**src/rtl/pio_gpio.sv**
```systemverilog
// pio_gpio: parametrised Avalon-MM slave GPIO port.
//
// Provides WIDTH bits with a per-bit direction register and set/clear/toggle
// aliases of the output data register. Inputs are synchronised, edges are
// captured into a sticky write-1-to-clear register, and a maskable level
// interrupt is raised from the captured edges.
//
// Optional feature macro: PIO_BLINK_EN. When defined, address 7 holds a
// blink mask and masked output bits are gated by a free-running phase that
// toggles every BLINK_DIV clocks. When undefined, address 7 reads 0 and
// ignores writes.
//
// Ports:
//   clk        in   1      system clock
//   reset_n    in   1      asynchronous, active-low reset
//   address    in   3      word address
//   chipselect in   1      slave select
//   write_n    in   1      active-low write strobe
//   writedata  in   32     write data, bits [WIDTH-1:0] used
//   readdata   out  32     combinational read data, zero-extended
//   in_port    in   WIDTH  asynchronous pin inputs
//   out_port   out  WIDTH  pin output values
//   oe         out  WIDTH  per-bit output enable (direction register)
//   irq        out  1      registered level interrupt, active high
module pio_gpio #(
    parameter int          WIDTH     = 8,
    parameter logic [31:0] RESET_OUT = 32'h0,
    parameter logic [31:0] RESET_DIR = 32'h0,
    parameter int          EDGE_TYPE = 0,
    parameter int          BLINK_DIV = 25000000
) (
    input  logic             clk,
    input  logic             reset_n,
    input  logic [2:0]       address,
    input  logic             chipselect,
    input  logic             write_n,
    input  logic [31:0]      writedata,
    output logic [31:0]      readdata,
    input  logic [WIDTH-1:0] in_port,
    output logic [WIDTH-1:0] out_port,
    output logic [WIDTH-1:0] oe,
    output logic             irq
);

    localparam logic [WIDTH-1:0] RST_OUT = RESET_OUT[WIDTH-1:0];
    localparam logic [WIDTH-1:0] RST_DIR = RESET_DIR[WIDTH-1:0];

    logic             wr;
    logic [WIDTH-1:0] wd;

    logic [WIDTH-1:0] data_out_q, data_out_d;
    logic [WIDTH-1:0] dir_q,      dir_d;
    logic [WIDTH-1:0] irq_mask_q, irq_mask_d;
    logic [WIDTH-1:0] edge_cap_q, edge_cap_d;
    logic [WIDTH-1:0] sync1_q,    sync1_d;
    logic [WIDTH-1:0] in_sync_q,  in_sync_d;
    logic [WIDTH-1:0] in_prev_q,  in_prev_d;
    logic             irq_q,      irq_d;

    // Upper write-data bits are unused when WIDTH < 32.
    logic unused_wd;
    assign unused_wd = ^writedata;

    assign wr = chipselect & ~write_n;
    assign wd = writedata[WIDTH-1:0];

    function automatic logic [WIDTH-1:0] edge_term(input logic [WIDTH-1:0] cur,
                                                   input logic [WIDTH-1:0] prev);
        case (EDGE_TYPE)
            0:       return cur & ~prev;
            1:       return ~cur & prev;
            default: return cur ^ prev;
        endcase
    endfunction

`ifdef PIO_BLINK_EN
    localparam int CNT_W = $clog2(BLINK_DIV);

    logic [CNT_W-1:0] blink_cnt_q,   blink_cnt_d;
    logic             blink_phase_q, blink_phase_d;
    logic [WIDTH-1:0] blink_mask_q,  blink_mask_d;

    always_comb begin
        blink_mask_d  = blink_mask_q;
        blink_phase_d = blink_phase_q;
        blink_cnt_d   = blink_cnt_q + CNT_W'(1);
        if (wr && address == 3'd7) blink_mask_d = wd;
        if (blink_cnt_q == CNT_W'(BLINK_DIV - 1)) begin
            blink_cnt_d   = '0;
            blink_phase_d = ~blink_phase_q;
        end
    end

    always_ff @(posedge clk or negedge reset_n) begin
        if (!reset_n) begin
            blink_cnt_q   <= '0;
            blink_phase_q <= 1'b0;
            blink_mask_q  <= '0;
        end else begin
            blink_cnt_q   <= blink_cnt_d;
            blink_phase_q <= blink_phase_d;
            blink_mask_q  <= blink_mask_d;
        end
    end

    // Masked bits follow data_out only while the phase is high.
    assign out_port = data_out_q & (~blink_mask_q | {WIDTH{blink_phase_q}});
`else
    logic unused_blink_div;
    assign unused_blink_div = (BLINK_DIV < 2);

    assign out_port = data_out_q;
`endif

    always_comb begin
        data_out_d = data_out_q;
        dir_d      = dir_q;
        irq_mask_d = irq_mask_q;
        edge_cap_d = edge_cap_q;
        if (wr) begin
            case (address)
                3'd0:    data_out_d = wd;
                3'd1:    dir_d      = wd;
                3'd2:    irq_mask_d = wd;
                3'd3:    edge_cap_d = edge_cap_q & ~wd;
                3'd4:    data_out_d = data_out_q | wd;
                3'd5:    data_out_d = data_out_q & ~wd;
                3'd6:    data_out_d = data_out_q ^ wd;
                default: ;
            endcase
        end
        // Applied after the clear so a coincident edge keeps the bit set.
        edge_cap_d = edge_cap_d | edge_term(in_sync_q, in_prev_q);
        sync1_d    = in_port;
        in_sync_d  = sync1_q;
        in_prev_d  = in_sync_q;
        irq_d      = |(edge_cap_q & irq_mask_q);
    end

    always_ff @(posedge clk or negedge reset_n) begin
        if (!reset_n) begin
            data_out_q <= RST_OUT;
            dir_q      <= RST_DIR;
            irq_mask_q <= '0;
            edge_cap_q <= '0;
            sync1_q    <= '0;
            in_sync_q  <= '0;
            in_prev_q  <= '0;
            irq_q      <= 1'b0;
        end else begin
            data_out_q <= data_out_d;
            dir_q      <= dir_d;
            irq_mask_q <= irq_mask_d;
            edge_cap_q <= edge_cap_d;
            sync1_q    <= sync1_d;
            in_sync_q  <= in_sync_d;
            in_prev_q  <= in_prev_d;
            irq_q      <= irq_d;
        end
    end

    always_comb begin
        readdata = '0;
        case (address)
            3'd0:    readdata[WIDTH-1:0] = (dir_q & data_out_q) | (~dir_q & in_sync_q);
            3'd1:    readdata[WIDTH-1:0] = dir_q;
            3'd2:    readdata[WIDTH-1:0] = irq_mask_q;
            3'd3:    readdata[WIDTH-1:0] = edge_cap_q;
            3'd4:    readdata[WIDTH-1:0] = data_out_q;
            3'd5:    readdata[WIDTH-1:0] = data_out_q;
            3'd6:    readdata[WIDTH-1:0] = data_out_q;
`ifdef PIO_BLINK_EN
            default: readdata[WIDTH-1:0] = blink_mask_q;
`else
            default: readdata = '0;
`endif
        endcase
    end

    assign oe  = dir_q;
    assign irq = irq_q;

endmodule

```
**config.mk**
```make
export PLATFORM = sky130hd
export DESIGN_NAME = pio_gpio
export DESIGN_NICKNAME = d
export VERILOG_FILES = /design/src/rtl/pio_gpio.sv
export SDC_FILE = /design/constraint.sdc
export NUM_CORES = 1
export LEC_CHECK = 0
export ABC_AREA = 0
export CAP_MARGIN = 20
export CORE_UTILIZATION = 43
export DETAILED_ROUTE_END_ITERATION = 12
export PLACE_DENSITY = 0.78
export SYNTH_ARGS = -nofsm -noshare
export SYNTH_HDL_FRONTEND = slang
export SYNTH_SLANG_ARGS = --single-unit
```
**constraint.sdc**
```tcl
create_clock -name clk -period 1.4 [get_ports clk]
set_input_delay 0.28 -clock clk [delete_from_list [all_inputs] [get_ports clk]]
set_output_delay 0.28 -clock clk [all_outputs]
set_load 0.02 [all_outputs]
```
==> results.toml <==
[status]
run_status = "finished with violations"
violations = "setup timing"

[setup_path]
worstPathRequired_ns = 1.12
startpoint_type = "register"
cp_max_fo = 4
path_class = "reg2out"
cp.arrival_ns = 1.54
endpoint_kind = "output pin"

[run]
cap_viol_max_count = 0

[placement]
hpwlAfterDp_um = 5890
portBuffers = 47
finalWeightedCongestion = 0.860

[synthesis]
ys_seq_area_frac = 0.455
yosys.area.top_type = "dfrtp_1"
synthCells = 328
yosysUniqueCellTypes = 38
yosys_warnings = 0
netlist_area_mm2 = 0.00314
synth_seq_cells = 57
synth_top_area_frac = 0.455
synth_area_per_cell_um2 = 9.56
synth_area_leaders = "dfrtp_1 (45%), ha_1 (6.4%), buf_4 (6.0%)"

[drt]
dr.first_iter.drc_count = 186
ant_nets = 0
drc = 0
drtPass1Iterations = 6
via_count = 3128
wl_per_cell_um = 16.7
routed_wirelength_um = 9740
vias_per_cell = 5.35

[pwr]
clock_power_share = 0.250
p_leak_nw = 2.40
comb_power_share = 0.391
p_int_w = 0.00374
seqPwrFrac = 0.359
p_sw_frac = 0.335
p_sw_w = 0.00188
power.total_w = 0.00562
ir_drop_uv = 614
powerDensity_mw_per_mm2 = 1120

[final_layout]
diodes = 0
syn_to_final_growth_pct = 59.7
nNetsFinal = 547
fin_util = 0.725
drive_gt1_frac = 0.460

[global_routing]
grt_pass1_wl_um = 14800
grt_pass1_vias = 3113
grt_util_all_layers = 0.262
overflow = 0
grt_max_degree = 58
antenna_found_initial = 0

[floorplan]
die_x_um = 87.4
num_rows = 30
die_area_mm2 = 0.00764
ioPinCount = 96
start_util = 0.454
coreArea_mm2 = 0.00691
die_h_um = 87.4

[timing]
period_needed_ns = 1.82
report.final.slew_viol_count = 0
finalCritPeriodShare = 1.30
setup_viol = 16
worst_slack_ns = -0.417
max_freq_ghz = 0.550
setup_tns_ns = -3.32
finalClockSkew_ns = 0.00555
rsz0062_at_grt = "true"
hold_ws_ns = 0.348
hold_violations = 0

[clocking]
tritoncts = "done"
cts_buffer_depth = 2
clkSlewWorstSetupHoldPaths_ns = 0.07
cts_buffers = 9
htreeDepth = 3
cts_sinks = 57
cts_root_buffer = "clkbuf_8"
clk_latency_ns = 0.34

[hold_path]
hold_path_class = "reg2reg"
[layout by cell type, fill, tap and decap left out, types with 4 or more instances in the layout]
| cell | instances |
|---|---|
| a21oi_1 | 7 |
| a21oi_2 | 7 |
| a221o_1 | 5 |
| a22o_1 | 13 |
| a22oi_1 | 8 |
| buf_12 | 5 |
| buf_2 | 15 |
| buf_4 | 94 |
| buf_6 | 27 |
| clkbuf_8 | 11 |
| clkdlybuf4s50_1 | 14 |
| conb_1 | 24 |
| dfrtp_1 | 50 |
| dfrtp_2 | 7 |
| dlygate4sd2_1 | 5 |
| ha_1 | 9 |
| ha_4 | 7 |
| inv_1 | 14 |
| inv_2 | 4 |
| inv_4 | 6 |
| mux2_2 | 5 |
| nand2_1 | 25 |
| nand2b_1 | 6 |
| nand2b_4 | 4 |
| nor2_1 | 21 |
| nor2b_1 | 5 |
| nor3_1 | 9 |
| o21ai_0 | 15 |
| o21ai_1 | 21 |
[cells in the mapped netlist]
cell and number:
clkbuf_2 2, a21boi_1 1, nand2b_1 11, buf_2 6, nor2b_1 7, or2_1 1
o21ai_0 32, a211oi_1 1, o311ai_0 3, buf_6 4, buf_4 25, nor2b_4 1
mux2i_1 1, nand2_1 28, or2b_1 1, conb_1 1, a22o_1 14, o21a_4 1
a221o_1 5, nor2_1 21, o22a_1 2, ha_1 16, nor3b_1 4, mux2_2 6
a2bb2oi_1 1, o221ai_1 1, a21oi_1 14, a22oi_1 8, nor3_1 9, clkbuf_1 6
nor4b_1 2, dfrtp_1 57, nand4_1 1, nor3_2 1, inv_1 24, or3_1 1
o21ai_1 8, or4b_1 1
[power by group through the flow]
stage	combinational [W]	clock, W	sequential (W)
finish	0.00219	0.00141	0.00202
global route	0.00235	0.00149	0.00204
CTS	0.00196	0.00142	0.00200
detailed placement	0.00177	0	0.00202
global placement	0.00171	0	0.00202
floorplan	0.000735	0	0.00216
[repair_timing]
item | in CTS | in global routing
setup endpoints to repair | 57 | 25
setup buffers | 10 | 14
endpoints found under the hold margin | 57 | 0
pin swaps | 20 | 29
cloned | 3 | 0
hold buffers | 1 | 0
resized for setup | 193 | 35
[worst max-delay path, cell delays in order, from the launching register on]
cell     delay [ns]
dfrtp_1        0.42
nor4b_2        0.25
a21oi_1        0.08
o22a_1         0.24
o21ai_4        0.07
buf_6          0.13
[area by class of cell]
cell class | count | area [um2]
Multi-Input combinational cell | 227 | 1680
Timing Repair Buffer | 165 | 1490
Clock inverter | 3 | 15.0
Tap cell | 96 | 120
Fill cell | 488 | 1900
Sequential cell | 57 | 1440
Clock buffer | 13 | 159
Inverter | 24 | 105
[cells by family (layout without fill, tap and decap cells)]
logic type / after synthesis / after routing / synth area share
AO/OA/AOI/OAI: 91 / 91 / 0.189
adder cells (fa/ha/maj): 16 / 16 / 0.0638
buffers and inverters: 67 / 205 / 0.123
flip-flops: 57 / 57 / 0.455
multiplexers: 7 / 7 / 0.0247
other: 1 / 24 / 0.00120
AND/OR/NAND/NOR: 89 / 89 / 0.143
[sequential cells by signal, indices dropped and copies added, names as in the netlist]
signal / count
edge_cap_q: 8
in_prev_d: 8
in_prev_q: 8
in_sync_d: 8
irq_mask_q: 8
oe: 8
out_port: 8
irq: 1
[path summary, 6_finish.rpt]
| kind | end | cells past startpoint | start | slack (ns) |
|---|---|---|---|---|
| worst max-delay path | readdata[3] | 5 | oe[3] | -0.42 |
| max in group asynchronous | out_port[6] | 3 | reset_n | 0.64 |
| min in group asynchronous | edge_cap_q[3] | 3 | reset_n | 0.46 |
| worst max register to register | out_port[3] | 7 | out_port[3] | -0.10 |
| worst min register to register | in_prev_d[0] | 0 | in_sync_d[0] | 0.35 |
| worst min-delay path | in_prev_d[0] | 0 | in_sync_d[0] | 0.35 |
[through the flow]
stage,area [um2],setup WS [ns],instances
final,5010,-0.417,585
after global routing,5010,-0.507,585
after CTS,4800,-0.399,573
after detailed placement,4330,-1.14,544
after global placement,4330,-1.09,544
after floorplan,3310,-0.0649,351
[routing by layer]
layer | GRT usage | part of all wire
met1 | 0.306 | 0.39
met2 | 0.446 | 0.51
met4 | 0.139 | 0.035
met3 | 0.0616 | 0.070
met5 | 0 | 0
Power figures use the tool's default switching activity.
